<file path="src/rtl/clockdiv_cfg_ctrl_if.sv">
// clockdiv_cfg_ctrl_if: config request handshake between the CSR layer and the reconfig sequencer
interface clockdiv_cfg_ctrl_if;
    logic        req_valid;
    logic        req_ready;
    logic [7:0]  req_div;
    logic        req_auto;
    logic [15:0] req_phase0;
    logic [15:0] req_phase1;
    modport master (output req_valid, req_div, req_auto, req_phase0, req_phase1, input req_ready);
    modport slave (input req_valid, req_div, req_auto, req_phase0, req_phase1, output req_ready);
endinterface

</file>
<file path="src/rtl/clockdiv_cfg_ctrl.sv">
// clockdiv_cfg_ctrl: quiesces the clock divider, loads a new divide/phase setting and waits for it to settle
module clockdiv_cfg_ctrl #(
    parameter logic [7:0]  RESET_DIV      = 8'd1,
    parameter logic [15:0] RESET_PHASE0   = 16'h0100,
    parameter logic [15:0] RESET_PHASE1   = 16'h0100,
    parameter int          QUIESCE_CYCLES = 2,
    parameter int          TIMEOUT        = 4095
) (
    input  logic                     clk,
    input  logic                     nreset,
    clockdiv_cfg_ctrl_if.slave       req,
    output logic [7:0]               clkdiv,
    output logic [15:0]              clkphase0,
    output logic [15:0]              clkphase1,
    output logic                     clkchange,
    output logic                     clken,
    input  logic                     clkstable,
    output logic                     busy,
    output logic                     done,
    output logic                     err,
    output logic [1:0]               err_code
);
    typedef enum logic [2:0] {IDLE, CHECK, QUIESCE, LOAD, WAIT} state_t;
    state_t      state;
    logic [7:0]  s_div;
    logic        s_auto;
    logic [15:0] s_ph0;
    logic [15:0] s_ph1;
    logic [7:0]  qcnt;
    logic [11:0] timer;
    logic [8:0]  n;
    logic [7:0]  half;
    logic [7:0]  qtr;
    logic        bad;
    assign req.req_ready = state == IDLE;
    assign busy = state != IDLE;
    // auto phases: rise at 0 / fall at half for phase0, quarter-shifted for phase1; explicit bytes must not exceed div
    always_comb begin
        n = {1'b0, s_div} + 9'd1;
        half = 8'(n >> 1);
        qtr = 8'(n >> 2);
        bad = s_ph0[7:0] > s_div || s_ph0[15:8] > s_div || s_ph1[7:0] > s_div || s_ph1[15:8] > s_div;
    end
    // sequencer: accept, check, hold clken low, load with a change pulse, then wait for stable or timeout
    always_ff @(posedge clk or negedge nreset) begin
        if (!nreset) begin
            state <= IDLE;
            s_div <= '0;
            s_auto <= 1'b0;
            s_ph0 <= '0;
            s_ph1 <= '0;
            qcnt <= '0;
            timer <= '0;
            clkdiv <= RESET_DIV;
            clkphase0 <= RESET_PHASE0;
            clkphase1 <= RESET_PHASE1;
            clkchange <= 1'b0;
            clken <= 1'b1;
            done <= 1'b0;
            err <= 1'b0;
            err_code <= 2'b00;
        end else begin
            clkchange <= 1'b0;
            done <= 1'b0;
            err <= 1'b0;
            case (state)
                IDLE: if (req.req_valid) begin
                    s_div <= req.req_div;
                    s_auto <= req.req_auto;
                    s_ph0 <= req.req_phase0;
                    s_ph1 <= req.req_phase1;
                    err_code <= 2'b00;
                    state <= CHECK;
                end
                CHECK: if (!s_auto && bad) begin
                    err <= 1'b1;
                    err_code <= 2'b01;
                    state <= IDLE;
                end else begin
                    if (s_auto) begin
                        s_ph0 <= {half, 8'd0};
                        s_ph1 <= {half + qtr, qtr};
                    end
                    qcnt <= '0;
                    state <= QUIESCE;
                end
                QUIESCE: begin
                    clken <= 1'b0;
                    if (qcnt == 8'(QUIESCE_CYCLES - 1)) state <= LOAD;
                    else qcnt <= qcnt + 8'd1;
                end
                LOAD: begin
                    clkdiv <= s_div;
                    clkphase0 <= s_ph0;
                    clkphase1 <= s_ph1;
                    clkchange <= 1'b1;
                    timer <= '0;
                    state <= WAIT;
                end
                WAIT: begin
                    clken <= 1'b1;
                    if (timer != '0 && clkstable) begin
                        done <= 1'b1;
                        state <= IDLE;
                    end else if (timer == 12'(TIMEOUT)) begin
                        err <= 1'b1;
                        err_code <= 2'b10;
                        state <= IDLE;
                    end else timer <= timer + 12'd1;
                end
                default: state <= IDLE;
            endcase
        end
    end
endmodule

</file>
<file path="src/flat_wrapper.sv">
// flat-port wrapper written by rule: the top's interface ports become plain ports
module clockdiv_cfg_ctrl_flat 
#(
    parameter logic [7:0]  RESET_DIV      = 8'd1,
    parameter logic [15:0] RESET_PHASE0   = 16'h0100,
    parameter logic [15:0] RESET_PHASE1   = 16'h0100,
    parameter int          QUIESCE_CYCLES = 2,
    parameter int          TIMEOUT        = 4095
)
  (clk, nreset, clkdiv, clkphase0, clkphase1, clkchange, clken, clkstable, busy, done, err, err_code, req_req_valid, req_req_div, req_req_auto, req_req_phase0, req_req_phase1, req_req_ready);
  clockdiv_cfg_ctrl_if req_i ();
  input  logic clk;
  input  logic nreset;
  output logic [7:0] clkdiv;
  output logic [15:0] clkphase0;
  output logic [15:0] clkphase1;
  output logic clkchange;
  output logic clken;
  input  logic clkstable;
  output logic busy;
  output logic done;
  output logic err;
  output logic [1:0] err_code;
  input wire logic [$bits(req_i.req_valid)-1:0] req_req_valid;
  input wire logic [$bits(req_i.req_div)-1:0] req_req_div;
  input wire logic [$bits(req_i.req_auto)-1:0] req_req_auto;
  input wire logic [$bits(req_i.req_phase0)-1:0] req_req_phase0;
  input wire logic [$bits(req_i.req_phase1)-1:0] req_req_phase1;
  output wire logic [$bits(req_i.req_ready)-1:0] req_req_ready;
  assign req_i.req_valid = req_req_valid;
  assign req_i.req_div = req_req_div;
  assign req_i.req_auto = req_req_auto;
  assign req_i.req_phase0 = req_req_phase0;
  assign req_i.req_phase1 = req_req_phase1;
  assign req_req_ready = req_i.req_ready;
  clockdiv_cfg_ctrl #(.RESET_DIV(RESET_DIV), .RESET_PHASE0(RESET_PHASE0), .RESET_PHASE1(RESET_PHASE1), .QUIESCE_CYCLES(QUIESCE_CYCLES), .TIMEOUT(TIMEOUT)) u_core (.clk(clk), .nreset(nreset), .req(req_i), .clkdiv(clkdiv), .clkphase0(clkphase0), .clkphase1(clkphase1), .clkchange(clkchange), .clken(clken), .clkstable(clkstable), .busy(busy), .done(done), .err(err), .err_code(err_code));
endmodule
</file>
<file path="config.mk">
export PLATFORM = sky130hd
export DESIGN_NAME = clockdiv_cfg_ctrl_flat
export DESIGN_NICKNAME = d
export VERILOG_FILES = /design/src/rtl/clockdiv_cfg_ctrl_if.sv /design/src/rtl/clockdiv_cfg_ctrl.sv /design/src/flat_wrapper.sv
export SDC_FILE = /design/constraint.sdc
export NUM_CORES = 1
export LEC_CHECK = 0
export CORE_ASPECT_RATIO = 1.75
export CORE_UTILIZATION = 46
export DETAILED_ROUTE_END_ITERATION = 10
export PLACE_DENSITY_LB_ADDON = 0.25
export SYNTH_ARGS = -nofsm -noshare
export SYNTH_HDL_FRONTEND = slang
export SYNTH_SLANG_ARGS = --single-unit
</file>
<file path="constraint.sdc">
create_clock -name clk -period 2.7 [get_ports clk]
set_clock_uncertainty 0.2 [all_clocks]
set_input_delay 0.54 -clock clk [delete_from_list [all_inputs] [get_ports clk]]
set_output_delay 0.54 -clock clk [all_outputs]
set_load 0.01 [all_outputs]
</file>
# After elaboration in Yosys (flattened, before gate mapping)
# Cells that the tools add are included.
# classes
addsub,4
n_lt_le_gt_ge,4
n_eq_ne,16
n_mux,33
reduce_logical,20
# ops
operator,count
$mux 16,6
$pmux 16 s2,2
$gt 8x8->1,4
$mux 12,2
$pmux 12 s2,1
$mux 8,2
$pmux 8 s2,1
$pmux 3 s5,1
$add 12x1->12 const B,1
$eq 12x12->1 const B,1
$mux 3,4
$reduce_bool 12->1,1
$mux 2,5
$ne 2x2->1 const B,5
$add 8x1->9 const B,1
$reduce_and 3->1,3
$add 8x1->8 const B,1
$add 8x7->8,1
$eq 8x1->1 const B,1
$ne 2x1->1 const B,4
$reduce_bool 2->1,4
$eq 3x2->1 const B,2
$mux 1,6
$pmux 2 s3,1
12 further kinds,17
# word_totals
ff_bits,110
in_bits,45
out_inout_bits,48

# Depth between registers and ports, before layout
# Gate-level depths: netlist (run 1).
# logic_depth
depth_word,7
mapped_depth,11
ltp_nobuf,11

# Least setup slack after synthesis (run 1)
# OpenSTA, ideal clock, no wires.
# synth_timing
kind,register to register
startpoint,reg u_core.s_div[0]
endpoint,reg u_core.s_ph1[15]
setup_ns,0.128
t_arrival_ns,2.385
slack_ns,-0.013
path_stages_with_launch,10
n_path_buf,0
synth_period_minus_slack_ns,2.713
path_cell_list,dfrtp_1 ha_1 xor2_1 ha_1 a21o_1 a211o_1 a2111oi_0 nor3_1 mux2i_1 nand3_1
# synth_via
elab_chain_cells,7
# synth_lines
item,line_no,text
from (decl),clockdiv_cfg_ctrl.sv:25,logic [7:0] s_div;
from (signal assigned),clockdiv_cfg_ctrl.sv:68,s_div <= req.req_div;
branches (longest 7 deep; another with $add 8x1->9),n/a,
to (signal assigned),clockdiv_cfg_ctrl.sv:71,s_ph1 <= req.req_phase1;
to (signal assigned),clockdiv_cfg_ctrl.sv:82,"s_ph1 <= {half + qtr, qtr};"
to (decl),clockdiv_cfg_ctrl.sv:28,logic [15:0] s_ph1;
# Parallel ways; which one is timed is not known. The select of a mux whose other input is x is not followed.
# A chain may end at the register's enable or synchronous reset.

# Worst setup path after layout (run 1)
# Ends and elaborated chain as after synthesis.

==> results of run 1 <==
==> through the flow <==
step,hold WS (ns),TNS (ns),setup WS [ns],instance area [um^2],instances
floorplan,0.0444,0,0.0435,5730,622
global placement,0.261,0,0.0161,6930,872
detailed placement,0.265,-0.0935,-0.0935,6930,872
CTS,0.278,0,0.0130,7330,891
global route,0.285,-0.143,-0.143,7380,895
finish,0.270,0,0.0359,7380,895
==> cell families (layout without fill, tap and decap cells) <==
| family | after synthesis | after routing |
|---|---|---|
| DFF | 110 | 110 |
| and+or+nand+nor | 261 | 261 |
| xor gates and xnor gates | 22 | 22 |
| muxes | 5 | 5 |
| AOI/OAI and AO/OA | 126 | 126 |
| adders and majority gates | 45 | 45 |
| buffers and inverters | 53 | 161 |
==> worst max-delay path: stages (launching register included) <==
cell and delay, ns:
dfrtp_1 0.38, buf_4 0.14, ha_4 0.18, xor2_4 0.21, ha_1 0.27, a21o_1 0.20, a211o_1 0.32, a2111oi_2 0.30
nor3_1 0.11, mux2i_1 0.15, nand3_1 0.08
==> flip-flops by register name, indices dropped and copies added (netlist names) <==
signal,cells
u_core.timer,12
u_core.clken,1
u_core.clkphase0,16
u_core.clkphase1,16
u_core.qcnt,8
u_core.s_ph1,16
u_core.done,1
u_core.clkchange,1
u_core.err,1
u_core.s_div,8
u_core.clkdiv,8
u_core.err_code,2
u_core.s_auto,1
u_core.s_ph0,16
u_core.state,3
==> metal layers <==
layer,GRT usage (%),vias up,routed length [um]
li1,-,2351,-
met4,15.5,0,797
met3,4.08,44,594
met5,0,-,0
met1,27.4,2425,5720
met2,44.9,155,8060
==> placed cells by master (no fill, tap or decap), types with 3 or more instances in the layout <==
cell	count
nand2_1	146
dfrtp_1	104
clkdlybuf4s50_1	91
o21ai_0	44
ha_1	42
nor2_1	40
a21oi_1	35
inv_1	26
buf_4	26
nand3_1	17
nand4_1	16
o31ai_1	13
xnor2_1	9
nor3_1	9
xor2_1	9
a22o_1	9
clkbuf_16	9
o211ai_1	6
and4_1	5
nor2b_1	5
or3_1	4
mux2i_1	4
dfstp_2	4
xnor2_2	3
or2_2	3
and3_1	3
o21a_1	3
a21o_1	3
clkinv_4	3
==> timing repair <==
| action | 4_1_cts | 5_1_grt |
|---|---|---|
| hold buffers | 1 | 0 |
| setup buffers | 2 | 4 |
| resized for setup | 8 | 7 |
| endpoints found under the setup margin | 1 | 17 |
| pin swaps | 1 | 7 |
| hold endpoints to repair | 34 | 0 |
==> power by group <==
group | switching [uW] | internal (uW) | leakage [uW]
combinational | 2550 | 2150 | 0.00185
sequential | 620 | 2310 | 0.00140
clock | 644 | 829 | 0.000162
total | 3810 | 5290 | 0.00342
==> area by class of cell <==
cell class                      instances  area [um^2]  share of cell area, %
Inverter                               26         97.6                   1.32
Tap cell                              165          206                   2.80
Timing Repair Buffer                  119         1140                   15.4
Clock buffer                            9          225                   3.05
Clock inverter                          7          106                   1.44
Sequential cell                       110         2760                   37.4
Multi-Input combinational cell        459         2850                   38.6
==> worst paths after layout <==
path,cells after the start,to,from
setup / recovery,10,u_core.s_ph1[15],u_core.s_div[0]
hold / removal,2,u_core.clkdiv[0],u_core.clkdiv[0]
setup reg to reg,10,u_core.s_ph1[15],u_core.s_div[0]
hold reg to reg,2,u_core.clkdiv[0],u_core.clkdiv[0]
max in group asynchronous,3,u_core.clkphase0[8],nreset
min in group asynchronous,2,u_core.clkphase0[2],nreset
==> metrics.txt, run 1 <==
Final Max Slew Viols=0; Mapped Area=5720 um^2; Cell variety after synth=45; WL per Instance=16.9 um; Pleak=0.00342 uW; Synth Instances=622; Die ar.=12900 um^2; hold crit path type=flip-flop to flip-flop; WL final=15200 um; worst-margin pin slew=0.605 ns; max-cap viol count=0; GRT Overall Usage=25.2%; Worst Setup End Kind=flip-flop; antenna violations before repair=0; post-route ant nets=0; Pwr Total=9110 uW; GP Congestion=0.920; xor/xnor share of the synthesized area=3.37%; CP Class=flip-flop to flip-flop; Worst-path clk slew=0.08 ns; area leader, netlist=dfrtp_1; largest family of logic cells by synthesized area=simple AND/OR/NAND/NOR gates; CTS Sinks=110; # IOs=93; Placeable Area=12100 um^2; data required time at the worst endpoint=2.74 ns; post-synthesis compound-gate area fraction=13.6%; final hold violation count=0; Layout Area Growth over Synthesis=29.1%; async set-or-reset flop fraction in the synthesized netlist=100%; count leader, synth=nand2_1; Synthesis Warnings=0; syn avg cell area=9.20 um^2; RSZ-0062 raised after global routing=yes; synthesized-area fraction occupied by adder cells=9.97%; Starting Density=47.4%; #FFs+latches synth=110; flop-to-flop setup slack=0.04 ns; largest fanout on the critical path=4; area share of the largest cell type after synthesis=46.4%; startpoint types=flip-flop; VDD IR max=0.613 mV; fin crit period=2.66 ns; Die Span Y=150 um; gr ovfl total=0; hpwl dp=11100 um; post-layout net count=815; H-tree levels=3; Rel. slew slack=59.6%; CTS tree=yes; Pre-Repair DR Iteration Count=4; total vias in the final route=4975; # rows=53; worst path arrival time=2.70 ns; mux share of post-synthesis cell area=0.897%; port bufs=92; Simple-Gate Fraction of Synth Area=20.5%; CTS buffer count=9; fill count=1068; Vias per Instance=5.56; sequential fraction of the synthesis area=48.2%; DRC=0; clk_lat worst skew=0.36 ns; vias in the first global route=5117; number of flops mapped to enable cells by yosys=0; pwr/cell area=1230 nW/um^2; Syn Nets=712; largest cells by area after synthesis=dfrtp_1, ha_1, nand2_1; largest net degree at the start of global routing=55; Final Cycle Share=98.7%; DRT iter0 DRCs=323; post-layout util=61.2%; Die Wd=86.3 um; leading register cell type out of synthesis=dfrtp_1; ant diodes=0; setup violators final=0; synth cell count leaders=nand2_1, dfrtp_1, o21ai_0, ha_1, nor2_1; CTS Buffer Depth=2; proportion of layout cells with a drive suffix above 1=9.32%; Max Clk Rate=0.375 GHz; root buf cell=clkbuf_16; first-pass GRT wire length=24800 um; status=completed
No activity file was read; power rests on OpenSTA's default activity.
==> inputs of run 2 (changes only) <==
--- a/config.mk
+++ b/config.mk
@@ -5,7 +5,7 @@
 export SDC_FILE = /design/constraint.sdc
 export NUM_CORES = 1
 export LEC_CHECK = 0
-export CORE_ASPECT_RATIO = 1.75
+export CORE_ASPECT_RATIO = 1.4
 export CORE_UTILIZATION = 46
 export DETAILED_ROUTE_END_ITERATION = 10
 export PLACE_DENSITY_LB_ADDON = 0.25
==> metrics.txt, run 2 (synthesized netlist as in run 1, its figures left out) <==
CTS Sinks=110; clk_lat worst skew=0.35 ns; hpwl dp=11100 um; CTS Buffer Depth=2; Pre-Repair DR Iteration Count=5; CTS buffer count=9; Die Span Y=134 um; largest fanout on the critical path=4; Non-Filler Instances=875; CTS tree=yes; Starting Density=47.7%; H-tree levels=3; proportion of layout cells with a drive suffix above 1=8.65%; Die Wd=96.3 um; FF-to-FF path depth=9; worst path arrival time=2.70 ns; flop-to-flop setup slack=0.03 ns; GRT Overall Usage=24.7%; Rel. slew slack=56.6%; hold crit path type=primary input to asynchronous set/reset pin; final worst slack=0.0312 ns; largest net degree at the start of global routing=55; first-pass GRT wire length=24200 um; WL per Instance=17.2 um; pre-CTS WS=-0.0119 ns; gr ovfl total=0; Placeable Area=12000 um^2; ant diodes=0; worst reg2reg path endpoint=u_core.s_ph1[15]; DRC=0; DRT iter0 DRCs=261; fill count=1050; commonest non-fill, non-tap cell in the layout=nand2_1; pwr/cell area=1240 nW/um^2; GP Congestion=0.909; RSZ-0062 raised after global routing=yes; antenna violations before repair=0; Worst Setup End Kind=flip-flop; commonest cells after routing, fill and taps aside=nand2_1, dfrtp_1, clkdlybuf4s50_1, o21ai_0, ha_1; total vias in the final route=4959; startpoint types=flip-flop; data required time at the worst endpoint=2.74 ns; Vias per Instance=5.67; Final Max Slew Viols=0; Max Clk Rate=0.375 GHz; Final Cycle Share=98.8%; max-cap viol count=0; setup violators final=0; # rows=47; # IOs=93; final hold violation count=0; WL final=15000 um; hold buffers post-CTS=0; root buf cell=clkbuf_16; Layout Area Growth over Synthesis=28.4%; vias in the first global route=4874; port bufs=92; Worst-path clk slew=0.07 ns; fin crit period=2.67 ns; VDD IR max=0.673 mV; post-layout net count=813; status=completed; worst-margin pin slew=0.650 ns; Pleak=0.00341 uW; CP Class=flip-flop to flip-flop; Die ar.=12900 um^2; RR Startpoint=u_core.s_div[0]; DP Cell Count=856; post-route ant nets=0
## run 2: timing repair
item | CTS | global route
gates resized for setup | 2 | 6
endpoints found under the hold margin | 0 | 0
endpoints found under the setup margin | 1 | 17
pin swaps | 1 | 3
setup buffers | 0 | 3
## run 2: worst max path at each step
stage               depth (start not counted)  slack [ns]             from                to
finish                                      9        0.03  u_core.s_div[0]  u_core.s_ph1[15]
detailed placement                          9       -0.01  u_core.s_div[0]  u_core.s_ph1[15]
CTS                                         7        0.01  u_core.timer[0]  u_core.timer[11]
global route                                9       -0.11  u_core.s_div[0]  u_core.s_ph1[15]
global placement                            9        0.05  u_core.s_div[0]  u_core.s_ph1[15]
floorplan                                   9        0.04  u_core.s_div[0]  u_core.s_ph1[15]
## run 2: critical path: stages (launching register included)
cell	delay, ns
dfrtp_1	0.36
ha_2	0.27
nand3_1	0.16
xnor2_2	0.26
ha_1	0.31
a211o_1	0.31
a2111oi_2	0.33
nor3_1	0.12
mux2i_1	0.16
nand3_1	0.08
## run 2: area by class of cell
type	instances	area (um^2)	share of cell area, %
clock inverters	7	105	1.43
inverters	26	97.6	1.33
clock buffers	9	225	3.07
multi-input cells	459	2820	38.4
flip-flops and latches	110	2760	37.6
well taps	147	184	2.50
repair buffers	117	1160	15.7
## run 2: per-stage QoR
stage          power [uW]  instance area (um^2)  TNS (ns)  util [%]  hold slack (ns)
4_1_cts              9030                  7290         0      60.8           0.0188
3_3_place_gp         7260                  6960         0      58.0            0.259
6_report             9100                  7350         0      61.2          0.00745
5_1_grt              9780                  7350    -0.140      61.2           0.0494
3_5_place_dp         7540                  6960   -0.0119      58.0            0.261
2_1_floorplan        5610                  5730         0         -           0.0444
## run 2: where the power goes
group          internal [uW]  switching (uW)  leakage (uW)
Clock                    827             634      0.000158
Sequential              2310             615       0.00140
Combinational           2160            2560       0.00185
## run 2: metal layers
| layer | vias up | GRT usage (%) | wire length, um |
|---|---|---|---|
| met1 | 2388 | 31.5 | 6260 |
| met2 | 171 | 39.8 | 7490 |
| li1 | 2356 | - | - |
| met4 | 0 | 13.3 | 595 |
| met3 | 44 | 3.68 | 687 |
| met5 | - | 0 | 0 |
